$ cat config.mk
export PLATFORM = sky130hd
export DESIGN_NAME = display_scanner
export DESIGN_NICKNAME = d
export VERILOG_FILES = /design/src/rtl/display_scanner.sv
export SDC_FILE = /design/constraint.sdc
export NUM_CORES = 1
export LEC_CHECK = 0
export BUFFER_PORTS_ARGS = -buffer_cell sky130_fd_sc_hd__buf_2
export CORE_MARGIN = 5
export CORE_UTILIZATION = 30
export DETAILED_ROUTE_END_ITERATION = 16
export PLACE_DENSITY = 0.52
export SLEW_MARGIN = 20
export SYNTH_ARGS = -nofsm -noshare
export SYNTH_HDL_FRONTEND = slang
export SYNTH_SLANG_ARGS = --single-unit
$ cat constraint.sdc
create_clock -name src_clk -period 3.45 [get_ports src_clk]
set_input_delay 0.5175 -clock src_clk [delete_from_list [all_inputs] [get_ports src_clk]]
set_output_delay 0.5175 -clock src_clk [all_outputs]
set_load 0.005 [all_outputs]
$ cat src/rtl/display_scanner.sv
// display_scanner: four-digit multiplexed display scanner with frame-aligned data
// commit and per-digit decimal-point blinking.
module display_scanner #(
    parameter int REFRESH_DIV  = 50000,
    parameter int BLINK_FRAMES = 128
) (
    input  logic        src_clk,
    input  logic        src_rst_n,
    input  logic [15:0] digits,
    input  logic [3:0]  dps,
    input  logic [3:0]  blink,
    input  logic        load,
    output logic [1:0]  select,
    output logic [3:0]  digit_val,
    output logic        dp,
    output logic        frame_done
);
    localparam int TW = $clog2(REFRESH_DIV);
    localparam int FW = BLINK_FRAMES > 1 ? $clog2(BLINK_FRAMES) : 1;

    logic [TW-1:0] tick_q, tick_d;
    logic [FW-1:0] frame_q, frame_d;
    logic          phase_q, phase_d;
    logic [1:0]    sel_q, sel_d;
    logic [15:0]   pend_dig_q, pend_dig_d, disp_dig_q, disp_dig_d;
    logic [3:0]    pend_dps_q, pend_dps_d, disp_dps_q, disp_dps_d;
    logic [3:0]    pend_blk_q, pend_blk_d, disp_blk_q, disp_blk_d;
    logic [3:0]    digit_val_q, digit_val_d;
    logic          dp_q, dp_d;
    logic          frame_done_q, frame_done_d;
    logic          tick, boundary, frame_wrap;

    always_comb begin
        tick         = tick_q == TW'(REFRESH_DIV - 1);
        boundary     = tick && sel_q == 2'd3;
        frame_wrap   = boundary && frame_q == FW'(BLINK_FRAMES - 1);
        tick_d       = tick ? '0 : tick_q + 1'b1;
        sel_d        = sel_q + {1'b0, tick};
        pend_dig_d   = load ? digits : pend_dig_q;
        pend_dps_d   = load ? dps : pend_dps_q;
        pend_blk_d   = load ? blink : pend_blk_q;
        // commit uses the pending value from before this edge, so a coincident load waits a frame
        disp_dig_d   = boundary ? pend_dig_q : disp_dig_q;
        disp_dps_d   = boundary ? pend_dps_q : disp_dps_q;
        disp_blk_d   = boundary ? pend_blk_q : disp_blk_q;
        frame_d      = frame_wrap ? '0 : boundary ? frame_q + 1'b1 : frame_q;
        phase_d      = phase_q ^ frame_wrap;
        // outputs are built from next-state values so slot 0 sees freshly committed data
        digit_val_d  = disp_dig_d[{sel_d, 2'b00} +: 4];
        dp_d         = disp_dps_d[sel_d] & ~(disp_blk_d[sel_d] & phase_d);
        frame_done_d = boundary;
    end

    always_ff @(posedge src_clk or negedge src_rst_n) begin
        if (!src_rst_n) begin
            tick_q       <= '0;
            frame_q      <= '0;
            phase_q      <= 1'b0;
            sel_q        <= '0;
            pend_dig_q   <= '0;
            pend_dps_q   <= '0;
            pend_blk_q   <= '0;
            disp_dig_q   <= '0;
            disp_dps_q   <= '0;
            disp_blk_q   <= '0;
            digit_val_q  <= '0;
            dp_q         <= 1'b0;
            frame_done_q <= 1'b0;
        end else begin
            tick_q       <= tick_d;
            frame_q      <= frame_d;
            phase_q      <= phase_d;
            sel_q        <= sel_d;
            pend_dig_q   <= pend_dig_d;
            pend_dps_q   <= pend_dps_d;
            pend_blk_q   <= pend_blk_d;
            disp_dig_q   <= disp_dig_d;
            disp_dps_q   <= disp_dps_d;
            disp_blk_q   <= disp_blk_d;
            digit_val_q  <= digit_val_d;
            dp_q         <= dp_d;
            frame_done_q <= frame_done_d;
        end
    end

    assign select     = sel_q;
    assign digit_val  = digit_val_q;
    assign dp         = dp_q;
    assign frame_done = frame_done_q;
endmodule

==> impl_metrics.prom, run 1 <==
# TYPE chip_impl_metric gauge
chip_impl_metric{name="io-pin-count",unit=""} 35
chip_impl_info{name="critPathLaunchType",value="flip-flop"} 1
chip_impl_info{name="critical-path-top-delay-family",value="simple AND/OR/NAND/NOR gates"} 1
chip_impl_metric{name="num_antenna_cells",unit=""} 0
chip_impl_metric{name="detail_route.iter0.violations",unit=""} 66
chip_impl_info{name="rsz0062_at_grt",value="no"} 1
chip_impl_metric{name="sequential_share_of_the_synthesized_area",unit=""} 0.583
chip_impl_info{name="crit_path_end_kind",value="flip-flop"} 1
chip_impl_metric{name="cts-htree-levels",unit=""} 3
chip_impl_metric{name="cap_viol_max_count",unit=""} 0
chip_impl_metric{name="slew-limit-headroom",unit=""} 0.370
chip_impl_metric{name="timing.final.crit_share",unit=""} 0.750
chip_impl_metric{name="ys_seq_elements",unit=""} 80
chip_impl_metric{name="async_set_or_reset_register_ratio_after_synthesis",unit=""} 1.00
chip_impl_metric{name="number_of_vias_after_detailed_routing",unit=""} 2058
chip_impl_info{name="final_cell_mix",value="sky130_fd_sc_hd__dfrtp_1, sky130_fd_sc_hd__nand2_1, sky130_fd_sc_hd__buf_2, sky130_fd_sc_hd__mux2_2, sky130_fd_sc_hd__nand2_2"} 1
chip_impl_metric{name="clock_latency",unit="ps"} 340
chip_impl_info{name="synth_top_area_cell",value="sky130_fd_sc_hd__dfrtp_1"} 1
chip_impl_metric{name="p_per_area",unit="nW/µm²"} 494
chip_impl_metric{name="die-width",unit="µm"} 117
chip_impl_metric{name="detail_route.vias_per_cell",unit=""} 4.50
chip_impl_metric{name="required",unit="ps"} 3660
chip_impl_metric{name="net_count_of_the_mapped_netlist",unit=""} 303
chip_impl_metric{name="detailedPlacementHpwl",unit="mm"} 4.28
chip_impl_metric{name="layoutNonFillerInstCount",unit=""} 457
chip_impl_metric{name="dp_cells",unit=""} 442
chip_impl_metric{name="final_max_slew_viol_count",unit=""} 0
chip_impl_metric{name="initial_core_util",unit=""} 0.303
chip_impl_metric{name="critical_path_cell_count",unit=""} 5
chip_impl_metric{name="r2r_slack",unit="ps"} 860
chip_impl_metric{name="slowest_delay",unit="ps"} 590
chip_impl_metric{name="synth-warning-count",unit=""} 0
chip_impl_metric{name="total_standard_cell_area_after_synthesis",unit="µm²"} 3440
chip_impl_metric{name="critical_path_arrival",unit="ps"} 2800
chip_impl_info{name="tritoncts",value="done"} 1
chip_impl_metric{name="finalInstanceArea",unit="µm²"} 4020
chip_impl_metric{name="post_cts_hold_buffer_count",unit=""} 0
chip_impl_metric{name="synth_enable_flop_cells",unit=""} 0
chip_impl_info{name="path_cells",value="or4_4 > nor4_4 > ha_1 > xnor2_1 > mux4_2"} 1
chip_impl_metric{name="fill_cells",unit=""} 1125
chip_impl_info{name="crit_slowest_cell",value="sky130_fd_sc_hd__mux4_2"} 1
chip_impl_metric{name="groute.usage.overall",unit=""} 0.105
chip_impl_info{name="hold_path.class",value="in -> async"} 1
chip_impl_metric{name="maximum_number_of_pins_on_one_net_before_global_route_repair",unit=""} 81
chip_impl_metric{name="post-synth-top-area-fraction",unit=""} 0.583
chip_impl_metric{name="clockBufferDepth",unit=""} 2
chip_impl_metric{name="synthToLayoutAreaGrowth",unit="%"} 17.0
chip_impl_metric{name="grt_pass1_vias",unit=""} 2212
chip_impl_metric{name="post-route-min-period",unit="ps"} 2590
chip_impl_metric{name="fp.dieArea",unit="µm²"} 13700
chip_impl_metric{name="final_wirelength",unit="mm"} 6.22
chip_impl_metric{name="cts_inserted_buffers",unit=""} 9
chip_impl_metric{name="std_cell_rows",unit=""} 39
chip_impl_metric{name="ir_drop",unit="µV"} 204
chip_impl_metric{name="clk_transition_reported_paths",unit="ps"} 60
chip_impl_metric{name="ys_types",unit=""} 39
chip_impl_info{name="rr_startpoint",value="tick_q[10]"} 1
chip_impl_metric{name="timing.final.ws_setup",unit="ps"} 862
chip_impl_info{name="mostFrequentLayoutCell",value="sky130_fd_sc_hd__dfrtp_1"} 1
chip_impl_metric{name="crit_path_max_fanout",unit=""} 10
chip_impl_metric{name="cts_setup_buffers",unit=""} 0
chip_impl_metric{name="synth_cells",unit=""} 273
chip_impl_metric{name="coreArea",unit="µm²"} 11300
chip_impl_metric{name="avgSynthCellArea",unit="µm²"} 12.6
chip_impl_metric{name="hold_violations",unit=""} 0
chip_impl_info{name="reg2reg_to",value="digit_val[0]"} 1
chip_impl_metric{name="cp_num_buf_inv",unit=""} 0
chip_impl_info{name="critPathKind",value="reg -> reg"} 1
chip_impl_metric{name="worstRegToRegCells",unit=""} 5
chip_impl_info{name="clock_tree.root_cell",value="sky130_fd_sc_hd__clkbuf_16"} 1
chip_impl_metric{name="post_cts_resized",unit=""} 0
chip_impl_metric{name="post-route-drc-count",unit=""} 0
chip_impl_info{name="grt_most_used_layer",value="met2"} 1
chip_impl_metric{name="tritoncts_num_sinks",unit=""} 80
chip_impl_metric{name="setup_viol_count_final",unit=""} 0
chip_impl_metric{name="max_freq",unit="MHz"} 386
chip_impl_metric{name="place.gp.congestion",unit=""} 0.729
chip_impl_metric{name="worstMarginPinSlew",unit="ps"} 939
chip_impl_metric{name="firstDrtPassIters",unit=""} 4
chip_impl_metric{name="antenna_found_initial",unit=""} 0
chip_impl_metric{name="globalRouteMet2Util",unit=""} 0.154
chip_impl_metric{name="route.detailed.wl_per_inst",unit="µm"} 13.6
chip_impl_metric{name="drive_gt1_frac",unit=""} 0.344
chip_impl_metric{name="placed_area",unit="µm²"} 3720
chip_impl_metric{name="total_leakage_power",unit="nW"} 1.98
chip_impl_info{name="ys_top_cells_by_area",value="sky130_fd_sc_hd__dfrtp_1, sky130_fd_sc_hd__mux2_2, sky130_fd_sc_hd__nand2_1"} 1
chip_impl_metric{name="globalRouteOverflowTotal",unit=""} 0
chip_impl_metric{name="grt_util_met1",unit=""} 0.141
chip_impl_metric{name="finalSetupTns",unit="ps"} 0
chip_impl_info{name="status",value="completed"} 1
chip_impl_metric{name="final_nets",unit=""} 340
chip_impl_metric{name="wire_length_of_the_first_global_routing_pass",unit="mm"} 11.0
chip_impl_metric{name="port_buffers",unit=""} 34
chip_impl_info{name="ys_dominant_reg_cell",value="sky130_fd_sc_hd__dfrtp_1"} 1
chip_impl_metric{name="postRouteAntennaNets",unit=""} 0
chip_impl_metric{name="die_h",unit="µm"} 117
chip_impl_metric{name="fin_worst_skew",unit="ps"} 7.59
chip_impl_metric{name="global_route.usage.met3",unit=""} 0.0324
chip_impl_metric{name="dp_worst_slack",unit="ps"} 841
## Yosys cell counts, types with 2 or more instances
cell type                  instances
sky130_fd_sc_hd__dfrtp_1          80
sky130_fd_sc_hd__nand2_1          48
sky130_fd_sc_hd__mux2_2           27
sky130_fd_sc_hd__nand2_2          19
sky130_fd_sc_hd__nor2_1           12
sky130_fd_sc_hd__xor2_1           12
sky130_fd_sc_hd__xnor2_1           9
sky130_fd_sc_hd__and3_1            7
sky130_fd_sc_hd__nand3_1           6
sky130_fd_sc_hd__clkbuf_1          4
sky130_fd_sc_hd__inv_1             4
sky130_fd_sc_hd__mux4_2            4
sky130_fd_sc_hd__buf_6             3
sky130_fd_sc_hd__ha_1              3
sky130_fd_sc_hd__mux2i_1           3
sky130_fd_sc_hd__a221oi_1          2
sky130_fd_sc_hd__a41oi_1           2
sky130_fd_sc_hd__and4_1            2
sky130_fd_sc_hd__nand4_1           2
sky130_fd_sc_hd__nand4b_1          2
sky130_fd_sc_hd__nor2b_1           2
sky130_fd_sc_hd__nor4_4            2
sky130_fd_sc_hd__or4_4             2
## worst register-to-register path: stages (launching register included)
cell	delay [ps]
sky130_fd_sc_hd__dfrtp_1	410
sky130_fd_sc_hd__or4_4	560
sky130_fd_sc_hd__nor4_4	280
sky130_fd_sc_hd__ha_1	200
sky130_fd_sc_hd__xnor2_1	420
sky130_fd_sc_hd__mux4_2	590
## stage by stage
stage	hold WS [ps]	utilization	power [mW]
after floorplan	222	-	1.03
after global placement	445	0.329	1.07
after detailed placement	450	0.329	1.07
after CTS	391	0.355	2.02
after global routing	271	0.355	2.06
final	200	0.355	1.98
## sequential cells by signal, indices dropped and copies added, names as in the netlist
register / count
dp: 1
select: 2
frame_q: 7
digit_val: 4
pend_blk_q: 4
pend_dig_q: 16
disp_dps_q: 4
disp_dig_q: 16
phase_q: 1
disp_blk_q: 4
frame_done: 1
pend_dps_q: 4
tick_q: 16
## cells by family (layout without fill, tap and decap cells)
family                     Yosys count  after routing  synth area share
buffers and inverters               13             54            0.0255
and+or+nand+nor                    113            113             0.183
muxes                               34             34             0.123
adders and majority gates            3              3            0.0109
AOI/OAI and AO/OA                    9              9            0.0211
xor gates and xnor gates            21             21            0.0535
DFF                                 80             80             0.583
## how the worst max path moves through the flow
stage,start,endpoint
floorplan,tick_q[10],digit_val[0]
global placement,tick_q[10],digit_val[0]
detailed placement,tick_q[10],digit_val[0]
CTS,tick_q[7],dp
global route,tick_q[0],dp
finish,tick_q[10],digit_val[0]
## routing by layer
metal / up-vias / share of wire
li1: 1011 / -
met1: 1004 / 0.49
met2: 31 / 0.45
met3: 12 / 0.042
met4: 0 / 0.020
met5: - / 0
## layout make-up
type,count,area (µm²),area share
tap,143,179,0.0445
timing repair buffer,35,184,0.0458
inverter,4,15.0,0.00373
clock inverter,6,68.8,0.0171
sequential,80,2000,0.498
clock buffer,9,225,0.0560
multi-input combinational,180,1350,0.335
## power breakdown
part           switching [mW]  leakage (nW)  total [mW]  internal (mW)
Sequential             0.0157          1.05       0.982          0.967
Combinational          0.0320         0.806      0.0680         0.0360
Clock                   0.377         0.130       0.934          0.558
Total                   0.424          1.98        1.98           1.56
Power figures use the tool's default switching activity.
==> run 2, diff against run 1 <==
==> constraint.sdc (replaced) <==
create_clock -name src_clk -period 2.6 [get_ports src_clk]
set_input_delay 0.39 -clock src_clk [delete_from_list [all_inputs] [get_ports src_clk]]
set_output_delay 0.39 -clock src_clk [all_outputs]
set_load 0.005 [all_outputs]
==> run 2 against run 1 <==
Effect of this change:
- critical endpoint is now dp
- highest routed layer unchanged
- critical path depth up 2
- global-route usage decreased by 0.31 points
- cell count increased by 0.44%
==> impl_metrics.prom, run 2 (same netlist as run 1, synthesis figures left out) <==
# TYPE chip_impl_metric gauge
chip_impl_info{name="status",value="completed"} 1
chip_impl_metric{name="finalInstanceArea",unit="µm²"} 4070
chip_impl_info{name="mostFrequentLayoutCell",value="sky130_fd_sc_hd__dfrtp_1"} 1
chip_impl_metric{name="wire_length_of_the_first_global_routing_pass",unit="mm"} 10.8
chip_impl_metric{name="layoutNonFillerInstCount",unit=""} 459
chip_impl_metric{name="postRouteAntennaNets",unit=""} 0
chip_impl_metric{name="total_leakage_power",unit="nW"} 2.01
chip_impl_metric{name="clk_transition_reported_paths",unit="ps"} 60
chip_impl_metric{name="io-pin-count",unit=""} 35
chip_impl_metric{name="antenna_found_initial",unit=""} 0
chip_impl_metric{name="power.share.switching",unit=""} 0.206
chip_impl_metric{name="post_cts_resized",unit=""} 0
chip_impl_metric{name="coreArea",unit="µm²"} 11300
chip_impl_metric{name="worstRegToRegCells",unit=""} 7
chip_impl_info{name="critPathLaunchType",value="flip-flop"} 1
chip_impl_metric{name="worstMarginPinSlew",unit="ps"} 640
chip_impl_metric{name="total_switching_power",unit="µW"} 543
chip_impl_metric{name="detail_route.iter0.violations",unit=""} 64
chip_impl_metric{name="setup_viol_count_final",unit=""} 0
chip_impl_metric{name="drive_gt1_frac",unit=""} 0.351
chip_impl_metric{name="critical_path_arrival",unit="ps"} 2620
chip_impl_metric{name="clockBufferDepth",unit=""} 2
chip_impl_metric{name="detailedPlacementHpwl",unit="mm"} 4.30
chip_impl_metric{name="timing.final.ws_setup",unit="ps"} 202
chip_impl_metric{name="finalSetupTns",unit="ps"} 0
chip_impl_metric{name="dp_cells",unit=""} 444
chip_impl_metric{name="required",unit="ps"} 2820
chip_impl_metric{name="grt_pass1_vias",unit=""} 2103
chip_impl_metric{name="initial_core_util",unit=""} 0.303
chip_impl_metric{name="share_seq_of_total_power",unit=""} 0.494
chip_impl_metric{name="port_buffers",unit=""} 34
chip_impl_metric{name="dp_worst_slack",unit="ps"} 194
chip_impl_metric{name="layout.core_utilization",unit=""} 0.359
chip_impl_metric{name="hold_violations",unit=""} 0
chip_impl_metric{name="timing.final.crit_share",unit=""} 0.922
chip_impl_metric{name="synthToLayoutAreaGrowth",unit="%"} 18.4
chip_impl_info{name="rsz0062_at_grt",value="no"} 1
chip_impl_metric{name="place.gp.congestion",unit=""} 0.762
chip_impl_metric{name="final_wirelength",unit="mm"} 6.27
chip_impl_metric{name="final_nets",unit=""} 342
chip_impl_metric{name="groute.usage.overall",unit=""} 0.102
chip_impl_metric{name="placed_area",unit="µm²"} 3770
chip_impl_metric{name="clock_power_share",unit=""} 0.470
chip_impl_info{name="crit_path_end_kind",value="flip-flop"} 1
chip_impl_metric{name="tritoncts_num_sinks",unit=""} 80
chip_impl_info{name="hold_path.class",value="in -> async"} 1
chip_impl_metric{name="combPwrFrac",unit=""} 0.036
chip_impl_info{name="final_cell_mix",value="sky130_fd_sc_hd__dfrtp_1, sky130_fd_sc_hd__nand2_1, sky130_fd_sc_hd__buf_2, sky130_fd_sc_hd__mux2_2, sky130_fd_sc_hd__nand2_2"} 1
chip_impl_metric{name="route.detailed.wl_per_inst",unit="µm"} 13.6
chip_impl_metric{name="std_cell_rows",unit=""} 39
chip_impl_metric{name="clock_latency",unit="ps"} 320
chip_impl_metric{name="slew-limit-headroom",unit=""} 0.571
chip_impl_metric{name="number_of_vias_after_detailed_routing",unit=""} 2063
chip_impl_metric{name="ir_drop",unit="µV"} 325
chip_impl_metric{name="fp.dieArea",unit="µm²"} 13700
chip_impl_metric{name="r2r_slack",unit="ps"} 200
chip_impl_metric{name="cts_inserted_buffers",unit=""} 9
chip_impl_metric{name="maximum_number_of_pins_on_one_net_before_global_route_repair",unit=""} 43
chip_impl_metric{name="post_cts_hold_buffer_count",unit=""} 0
chip_impl_metric{name="post-route-min-period",unit="ps"} 2400
chip_impl_info{name="layout_top_registers",value="disp_dig_q: 16 flops, pend_dig_q: 16 flops, tick_q: 16 flops"} 1
chip_impl_metric{name="die-width",unit="µm"} 117
chip_impl_metric{name="die_h",unit="µm"} 117
chip_impl_metric{name="num_antenna_cells",unit=""} 0
chip_impl_metric{name="cts-htree-levels",unit=""} 3
chip_impl_info{name="clock_tree.root_cell",value="sky130_fd_sc_hd__clkbuf_16"} 1
chip_impl_metric{name="cts_setup_buffers",unit=""} 0
chip_impl_info{name="tritoncts",value="done"} 1
chip_impl_metric{name="firstDrtPassIters",unit=""} 4
chip_impl_metric{name="detail_route.vias_per_cell",unit=""} 4.49
chip_impl_metric{name="cap_viol_max_count",unit=""} 0
chip_impl_metric{name="power_report.internal_total",unit="mW"} 2.10
chip_impl_metric{name="fin_worst_skew",unit="ps"} 4.89
chip_impl_metric{name="crit_path_max_fanout",unit=""} 14
chip_impl_metric{name="final_max_slew_viol_count",unit=""} 0
chip_impl_info{name="critPathKind",value="reg -> reg"} 1
chip_impl_metric{name="p_per_area",unit="nW/µm²"} 649
chip_impl_metric{name="max_freq",unit="MHz"} 417
chip_impl_info{name="reg2reg_to",value="dp"} 1
chip_impl_metric{name="post-route-drc-count",unit=""} 0
chip_impl_info{name="rr_startpoint",value="tick_q[11]"} 1
chip_impl_metric{name="globalRouteOverflowTotal",unit=""} 0
[run 2: cell type report]
cell class	instances	area (µm²)
sequential	80	2000
clock inverter	5	57.6
clock buffer	10	239
multi-input combinational	180	1350
fill	1134	7250
inverter	4	15.0
tap	143	179
timing repair buffer	37	220
[run 2: layer usage]
metal,up-vias,global-route usage,part of all wire
li1,1008,-,-
met1,1020,0.144,0.50
met2,27,0.149,0.44
met3,8,0.0237,0.034
met4,0,0.0482,0.020
met5,-,0,0
[run 2: worst max path at each step]
stage,endpoint,slack (ps),from
final,dp,200,tick_q[11]
after global placement,digit_val[0],260,tick_q[11]
after CTS,dp,180,tick_q[11]
after detailed placement,dp,190,tick_q[11]
after global routing,dp,10,tick_q[7]
after floorplan,digit_val[1],90,tick_q[10]
[run 2: per-stage QoR]
step	power (mW)	hold WS, ps
final	2.64	36.4
after global routing	2.75	73.5
after CTS	2.68	44.2
after detailed placement	1.43	398
after global placement	1.42	399
after floorplan	1.36	94.4
[run 2: worst max-delay path, cell delays in order, from the launching register on]
cell	delay (ps)
sky130_fd_sc_hd__dfrtp_1	430
sky130_fd_sc_hd__or4_4	550
sky130_fd_sc_hd__nor4_4	170
sky130_fd_sc_hd__buf_4	240
sky130_fd_sc_hd__and4b_1	270
sky130_fd_sc_hd__xnor2_1	210
sky130_fd_sc_hd__a221oi_1	90
sky130_fd_sc_hd__o32ai_1	320
[run 2: power groups by stage]
| stage | Clock, mW | Sequential [mW] | Combinational [mW] |
|---|---|---|---|
| 6_report | 1.24 | 1.30 | 0.0939 |
| 5_1_grt | 1.33 | 1.31 | 0.108 |
| 4_1_cts | 1.28 | 1.30 | 0.0981 |
| 3_5_place_dp | 0 | 1.33 | 0.0978 |
| 3_3_place_gp | 0 | 1.33 | 0.0956 |
| 2_1_floorplan | 0 | 1.32 | 0.0455 |
